## src/rtl/option_pkg.sv

```systemverilog
// ---------------------------------------------------------------------------
// option_pkg
// Shared definitions for the Monte-Carlo option pricing slice (Path_Gen and
// payoff_averager): mode encodings, fixed-point fraction widths, the
// averager state enum and the 16-bit Q8.8 price type.
// ---------------------------------------------------------------------------
package option_pkg;

    // Option mode encoding: bit 1 selects Asian (arithmetic mean of the
    // samples), bit 0 selects put.
    localparam logic [1:0] MODE_EURO_CALL  = 2'b00;
    localparam logic [1:0] MODE_EURO_PUT   = 2'b01;
    localparam logic [1:0] MODE_ASIAN_CALL = 2'b10;
    localparam logic [1:0] MODE_ASIAN_PUT  = 2'b11;

    // Fixed-point formats: prices are unsigned Q8.8, discount is Q1.15.
    localparam int Q88_FRAC  = 8;
    localparam int Q115_FRAC = 15;
    localparam int PRICE_W   = 2 * Q88_FRAC;

    typedef logic [PRICE_W-1:0] price_t;

    typedef enum logic [1:0] {
        S_IDLE  = 2'd0,
        S_RUN   = 2'd1,
        S_SCALE = 2'd2,
        S_DONE  = 2'd3
    } state_t;

    function automatic logic mode_is_asian(input logic [1:0] mode);
        return mode[1];
    endfunction

endpackage

```

## src/rtl/payoff_calc.sv

```systemverilog
// ---------------------------------------------------------------------------
// payoff_calc
// Combinational option payoff for one path.
//   value  in  16  path value V (final sample or path mean), Q8.8
//   strike in  16  strike K, Q8.8
//   mode   in  2   option mode (only bit 0, call/put, matters here)
//   payoff out 16  max(V-K,0) for calls, max(K-V,0) for puts, Q8.8
// ---------------------------------------------------------------------------
module payoff_calc
    import option_pkg::*;
(
    input  price_t     value,
    input  price_t     strike,
    input  logic [1:0] mode,
    output price_t     payoff
);

    // 17-bit signed difference so that V-K never overflows; a negative
    // result means the option is out of the money and pays nothing.
    logic signed [PRICE_W:0] diff;

    always_comb begin
        diff = '0;
        unique case (mode)
            MODE_EURO_CALL, MODE_ASIAN_CALL:
                diff = $signed({1'b0, value}) - $signed({1'b0, strike});
            MODE_EURO_PUT, MODE_ASIAN_PUT:
                diff = $signed({1'b0, strike}) - $signed({1'b0, value});
            default:
                diff = '0;
        endcase
    end

    assign payoff = diff[PRICE_W] ? '0 : diff[PRICE_W-1:0];

endmodule

```

## src/rtl/payoff_averager.sv

```systemverilog
// ---------------------------------------------------------------------------
// payoff_averager
// Monte-Carlo pricing back end. Consumes Path_Gen samples, forms the per-path
// value (final sample or arithmetic mean), converts it to a payoff, sums the
// payoffs over 2^PATHS_LOG2 paths and outputs the discounted mean as price.
//
// Ports:
//   clk, rst_n   clock, asynchronous active-low reset
//   start        one-cycle pulse in IDLE; latches mode/strike/disc
//   mode         00 Euro call, 01 Euro put, 10 Asian call, 11 Asian put
//   strike       strike K, Q8.8
//   disc         discount factor, Q1.15 (0x8000 = 1.0)
//   path_valid   sample qualifier for path
//   path         price sample S, Q8.8
//   busy         high from the cycle after start until done
//   done         one-cycle pulse, price valid
//   price        discounted mean payoff, Q8.8, held until next done
//
// Handshake: path_valid is a pure valid with no ready; every cycle with
// path_valid high in RUN is one accepted sample. Samples in IDLE, SCALE and
// DONE are dropped, as is start outside IDLE.
// ---------------------------------------------------------------------------
module payoff_averager
    import option_pkg::*;
#(
    parameter int STEPS_LOG2 = 4,
    parameter int PATHS_LOG2 = 10
) (
    input  logic        clk,
    input  logic        rst_n,
    input  logic        start,
    input  logic [1:0]  mode,
    input  logic [15:0] strike,
    input  logic [15:0] disc,
    input  logic        path_valid,
    input  logic [15:0] path,
    output logic        busy,
    output logic        done,
    output logic [15:0] price
);

    state_t state, state_next;

    logic [1:0]                  mode_q;
    price_t                      strike_q;
    logic [15:0]                 disc_q;
    logic [STEPS_LOG2-1:0]       step_cnt;
    logic [PATHS_LOG2-1:0]       path_cnt;
    logic [16+STEPS_LOG2-1:0]    step_sum;
    logic [16+PATHS_LOG2-1:0]    total;
    price_t                      path_value;
    logic                        pv_valid;

    logic                        accept;
    logic                        last_step;
    logic                        last_add;
    logic [16+STEPS_LOG2-1:0]    sum_next;
    price_t                      asian_value;
    price_t                      payoff;
    logic [15:0]                 mean;
    logic [16:0]                 scaled;
    price_t                      price_next;

    assign accept    = (state == S_RUN) && path_valid;
    assign last_step = (step_cnt == '1);
    // The payoff registered this cycle belongs to the last path of the batch.
    assign last_add  = pv_valid && (path_cnt == '1);

    // The mean includes the sample arriving on the last step, so the sum is
    // taken from the adder output rather than the registered step sum.
    assign sum_next    = step_sum + {{STEPS_LOG2{1'b0}}, path};
    assign asian_value = sum_next[STEPS_LOG2 +: 16];

    payoff_calc u_payoff_calc (
        .value  (path_value),
        .strike (strike_q),
        .mode   (mode_q),
        .payoff (payoff)
    );

    // Discounted mean: Q8.8 x Q1.15 gives Q9.23 in 32 bits; dropping 15
    // fraction bits leaves a 17-bit Q9.8 that saturates into 16 bits.
    assign mean       = 16'(total >> PATHS_LOG2);
    assign scaled     = 17'((32'(mean) * 32'(disc_q)) >> Q115_FRAC);
    assign price_next = scaled[16] ? '1 : scaled[15:0];

    // ---------------- FSM: state register ----------------
    always_ff @(posedge clk or negedge rst_n) begin
        if (!rst_n) begin
            state <= S_IDLE;
        end else begin
            state <= state_next;
        end
    end

    // ---------------- FSM: next state ----------------
    always_comb begin
        state_next = state;
        unique case (state)
            S_IDLE:  if (start) state_next = S_RUN;
            S_RUN:   if (last_add) state_next = S_SCALE;
            S_SCALE: state_next = S_DONE;
            S_DONE:  state_next = S_IDLE;
            default: state_next = S_IDLE;
        endcase
    end

    // ---------------- FSM: outputs ----------------
    always_comb begin
        busy = (state != S_IDLE);
        done = (state == S_DONE);
    end

    // ---------------- Datapath ----------------
    always_ff @(posedge clk or negedge rst_n) begin
        if (!rst_n) begin
            mode_q     <= '0;
            strike_q   <= '0;
            disc_q     <= '0;
            step_cnt   <= '0;
            path_cnt   <= '0;
            step_sum   <= '0;
            total      <= '0;
            path_value <= '0;
            pv_valid   <= 1'b0;
            price      <= '0;
        end else if ((state == S_IDLE) && start) begin
            mode_q     <= mode;
            strike_q   <= strike;
            disc_q     <= disc;
            step_cnt   <= '0;
            path_cnt   <= '0;
            step_sum   <= '0;
            total      <= '0;
            pv_valid   <= 1'b0;
        end else begin
            pv_valid <= 1'b0;

            // Stage 1: per-step accumulation; the wrap step registers the
            // path value and restarts the sum for the next path.
            if (accept) begin
                step_cnt <= step_cnt + STEPS_LOG2'(1);
                if (last_step) begin
                    step_sum   <= '0;
                    pv_valid   <= 1'b1;
                    path_value <= mode_is_asian(mode_q) ? asian_value : path;
                end else begin
                    step_sum <= sum_next;
                end
            end

            // Stage 2: payoff accumulation, independent of stage 1 so a new
            // sample can arrive in the same cycle.
            if (pv_valid) begin
                total    <= total + {{PATHS_LOG2{1'b0}}, payoff};
                path_cnt <= path_cnt + PATHS_LOG2'(1);
            end

            if (state == S_SCALE) begin
                price <= price_next;
            end
        end
    end

endmodule

```

## config.mk

```make
export PLATFORM = sky130hd
export DESIGN_NAME = payoff_averager
export DESIGN_NICKNAME = d
export VERILOG_FILES = /design/src/rtl/option_pkg.sv /design/src/rtl/payoff_calc.sv /design/src/rtl/payoff_averager.sv
export SDC_FILE = /design/constraint.sdc
export NUM_CORES = 1
export LEC_CHECK = 0
export CAP_MARGIN = 20
export CORE_MARGIN = 2
export CORE_UTILIZATION = 50
export DETAILED_ROUTE_END_ITERATION = 6
export GPL_TIMING_DRIVEN = 0
export PLACE_DENSITY = 0.75
export SYNTH_ARGS = -nofsm -noshare
export SYNTH_HDL_FRONTEND = slang
export SYNTH_SLANG_ARGS = --single-unit
```

## constraint.sdc

```tcl
create_clock -name clk -period 8.4 [get_ports clk]
set_clock_uncertainty 0.15 [all_clocks]
set_input_delay 1.68 -clock clk [delete_from_list [all_inputs] [get_ports clk]]
set_output_delay 1.68 -clock clk [all_outputs]
set_load 0.02 [all_outputs]
```

==> results by stage <==
Placed design:
- Timing analysis after detailed placement gives a worst setup slack of 0.347 ns.
- During placement, the flow inserted port buffers numbering 71.
- Routability-driven placement finished with a final weighted congestion of 0.952.
- The HPWL after detailed placement is 32,700 µm.

Clock network:
- The total of hold buffers inserted after clock tree synthesis is 0.
- The number of setup buffers added after CTS is 0.
- The number of H-tree levels is 4.
- In this run the deepest clock path goes through 2 buffers.
- For this design, the sink count on the clock tree is 129.
- At the later pin of the worst-skew pair, clock insertion delay measures 0.44 ns.
- The TritonCTS buffer count is 17.
- The clock input transition at the sequential cells of the worst setup and hold paths is 0.07 ns.
- TritonCTS built the clock tree.
- The tree is rooted in a sky130_fd_sc_hd__clkbuf_16.
- Gates resized during post-CTS repair numbered 0.

Timing:
- The maximum achievable frequency is 126 MHz.
- The worst pin sits at a relative slew slack of 43.1%.
- The setup violation total in the final timing report is 0.
- Setup slack closes at 0.473 ns.
- The hold violation count in the final report was 0.
- Setup repair after global routing left no endpoint under its margin.
- The number of pins with negative max-slew slack in the final report came to 0.
- For the finished layout, the period the worst path requires is 7.93 ns.
- The transition time at the pin with the least slew margin is 0.844 ns.
- The final worst hold slack is 0.350 ns.
- The sum of negative setup slack is 0 ns.
- The final period utilization is 94.4%.

Power:
- The cell leakage power is 0.00911 µW.
- VDD sags by at most 0.180 mV.
- The power per cell area is 203 nW/µm².
- The total power consumption of the routed design is 3740 µW.

Setup path:
- The worst path required time is 8.53 ns.
- The most repeated library cell on the critical path is sky130_fd_sc_hd__fa_1.
- STA classifies the critical path endpoint as a flop.
- The arrival time reported for the critical path endpoint is 8.06 ns.
- Counting both buffers and inverters, the worst setup path holds a total of 8.
- The library cell contributing the largest single delay on the critical path is sky130_fd_sc_hd__nor4_2.
- The maximum fanout encountered on the critical timing path is 10.
- The critical path class is flop to flop.
- In this design, the stage delay of the slowest critical-path cell is 0.63 ns.
- The worst setup path is launched from a flop.
- Grouping stages by cell kind, the critical path spends the most delay in adder cells.

GRT:
- The number of global-route vias before repair is 13,800.
- The initial antenna violation count is 0.
- The total overflow left after global routing is 0.
- Entering global routing, the biggest net connects 91 pins.
- For this run, the total global-route usage over all layers was measured as 25.2%.
- The wire length of the first global-routing pass is 68,000 µm.

Route:
- The final layout contains routed wiring with a total length of 40,900 µm.
- The length of the first detailed-routing pass in iterations is 7.
- In the routed design, unresolved DRC markers number 0.
- The count of routing violations after the opening detailed-route iteration is 971.
- The via count of the routed design is 13,300.
- The post-detailed-route wirelength per cell is 16.9 µm.
- The number of vias per cell after detailed routing is 5.50.
- The number of nets still failing antenna checks after routing is 0.

Run:
- Across the run, the number of max-cap violations was 0.

Layout:
- In the final design database the tool counted 2,389 nets.
- The signed area change from the synthesized netlist to the final layout is 11.5%.
- In the final layout, the share of cells above drive strength 1 is 3.44%.
- Leaving out fill and tap cells, the most frequent cell in the layout is sky130_fd_sc_hd__inv_1.
- 0 antenna diodes ended up in the layout.
- The post-layout utilization of the core is 56.6%.
- The final-layout fill cell count is 2,899.
- The top cell types in the final layout, fill and taps aside, are 282 x sky130_fd_sc_hd__inv_1, 264 x sky130_fd_sc_hd__nand2_1, 197 x sky130_fd_sc_hd__fa_1.
- In the final layout, the multi-input gates occupy 11,900 µm².
- Across the whole layout, storage elements account for 3230 µm².

Logic synthesis:
- Of the post-synthesis cell area, the part taken by muxes is 1.92%.
- The synthesized netlist devotes 17.4% of its cell area to simple gates.
- The share of the Yosys chip area taken by registers is 19.6%.
- The synthesized netlist devotes 36.9% of its cell area to adder and majority cells.
- In the post-synthesis netlist, the biggest area contributors are sky130_fd_sc_hd__fa_1 24%, sky130_fd_sc_hd__dfrtp_1 20%, sky130_fd_sc_hd__ha_1 13%, sky130_fd_sc_hd__inv_1 6.4%, sky130_fd_sc_hd__nand2_1 6.0%.
- The Yosys step of the flow raised 0 warnings.
- Synthesis inferred 129 register bits.
- Each instance of the synthesized netlist takes up on average 8.80 µm².
- In the synthesized netlist the async set-or-reset flop fraction comes to 100%.
- Counting every net in the synthesized netlist gives 2,298.
- The combinational family with the most area after synthesis is adder cells.
- Synthesis handed over a netlist of 1,875 instances.
- For this run, the leading register cell type out of synthesis is sky130_fd_sc_hd__dfrtp_1.
- sky130_fd_sc_hd__fa_1 takes more of the synthesized area than any other cell.
- Summing the areas of all compound-gate instances in the mapped netlist gives 11.7% of the synthesized area.
- The synthesized design contains 0 enable-type register cells.
- The post-synthesis xor/xnor area fraction is 3.97%.
- The top-area cell type share of the netlist area is 23.9%.
- The number of distinct standard cells referenced by the synthesized netlist is 68.
- The netlist area before placement is 16,500 µm².

Floorplanning:
- The boundary pin count is 72.
- From left edge to right edge, the die measures 186 µm.
- The initial core utilization is 50.7%.
- The region available for standard cell placement spans 32,500 µm².
- Measured along the y axis, the die boundary spans 186 µm.
- The floorplan step defined a die boundary enclosing 34,500 µm².
- The number of core rows is 66.

Run status:
- The flow ran to the end, and the final reports show no timing, DRC or antenna violations.

Min path:
- The path class of the tightest hold or removal check is flop to flop.
-- state kept, by name, indices dropped and copies added (netlist names) --
| signal | cells |
|---|---|
| step_sum | 20 |
| step_cnt | 4 |
| price | 16 |
| total | 26 |
| disc_q | 16 |
| mode_q | 2 |
| path_cnt | 10 |
| path_value | 16 |
| state | 2 |
| pv_valid | 1 |
| strike_q | 16 |
-- area by class of cell --
class	count	area share [%]
inverter	283	5.77
clock buffer	18	2.39
tap	442	3.00
clock inverter	14	0.911
timing repair buffer	72	4.02
multi-input combinational	1374	64.5
buffer	89	1.87
sequential	129	17.5
-- cell families (layout without fill, tap and decap cells) --
group	Yosys count	in the layout
and+or+nand+nor	611	611
DFF	129	129
adders and majority gates	369	369
muxes	31	31
xor gates and xnor gates	74	74
AOI/OAI and AO/OA	289	289
buffers and inverters	372	476
-- tightest hold or removal path, stage by stage, from the launching register on --
cell and delay [ns]:
sky130_fd_sc_hd__dfrtp_1 0.34, sky130_fd_sc_hd__nand2_1 0.06, sky130_fd_sc_hd__o211ai_2 0.06
-- through the flow --
stage	std cells	cell area (µm²)
floorplan	1875	16500
global placement	2388	17800
detailed placement	2389	17800
CTS	2421	18400
global route	2421	18400
finish	2421	18400
-- routing by layer --
layer / global-route usage [%] / part of all wire, % / vias to the layer above
met5: 0 / 0 / -
met4: 8.13 / 2.8 / 0
met3: 6.32 / 7.5 / 87
met2: 41.1 / 47 / 481
met1: 32.8 / 43 / 6528
li1: - / - / 6212
-- report_power, final --
group	internal, µW	switching (µW)	total [µW]
registers	787	156	943
clock network	456	341	797
logic	783	1210	2000
total	2030	1710	3740
-- path summary, 6_finish.rpt --
| kind | cells past startpoint | slack [ns] | to | startpoint |
|---|---|---|---|---|
| max in group asynchronous | 2 | 6.29 | total[5] | rst_n |
| min | 2 | 0.35 | price[14] | price[14] |
| max | 25 | 0.47 | price[12] | disc_q[9] |
| min reg2reg | 2 | 0.35 | price[14] | price[14] |
| min in group asynchronous | 1 | 1.01 | price[4] | rst_n |
| max reg2reg | 25 | 0.47 | price[12] | disc_q[9] |
-- Yosys cell counts, drive strengths merged, types with 12 or more instances --
library cell / number
inv: 282
nand2: 264
fa: 197
ha: 172
dfrtp: 129
and2: 120
nor2: 105
clkbuf: 81
a21oi: 73
o21ai: 71
xnor2: 48
nand3: 29
a21o: 26
mux2i: 26
xor2: 26
a31oi: 22
nor3: 18
nor2b: 17
nand4: 15
o21a: 15
a211oi: 14
a22o: 12
No activity file was read; power rests on OpenSTA's default activity.
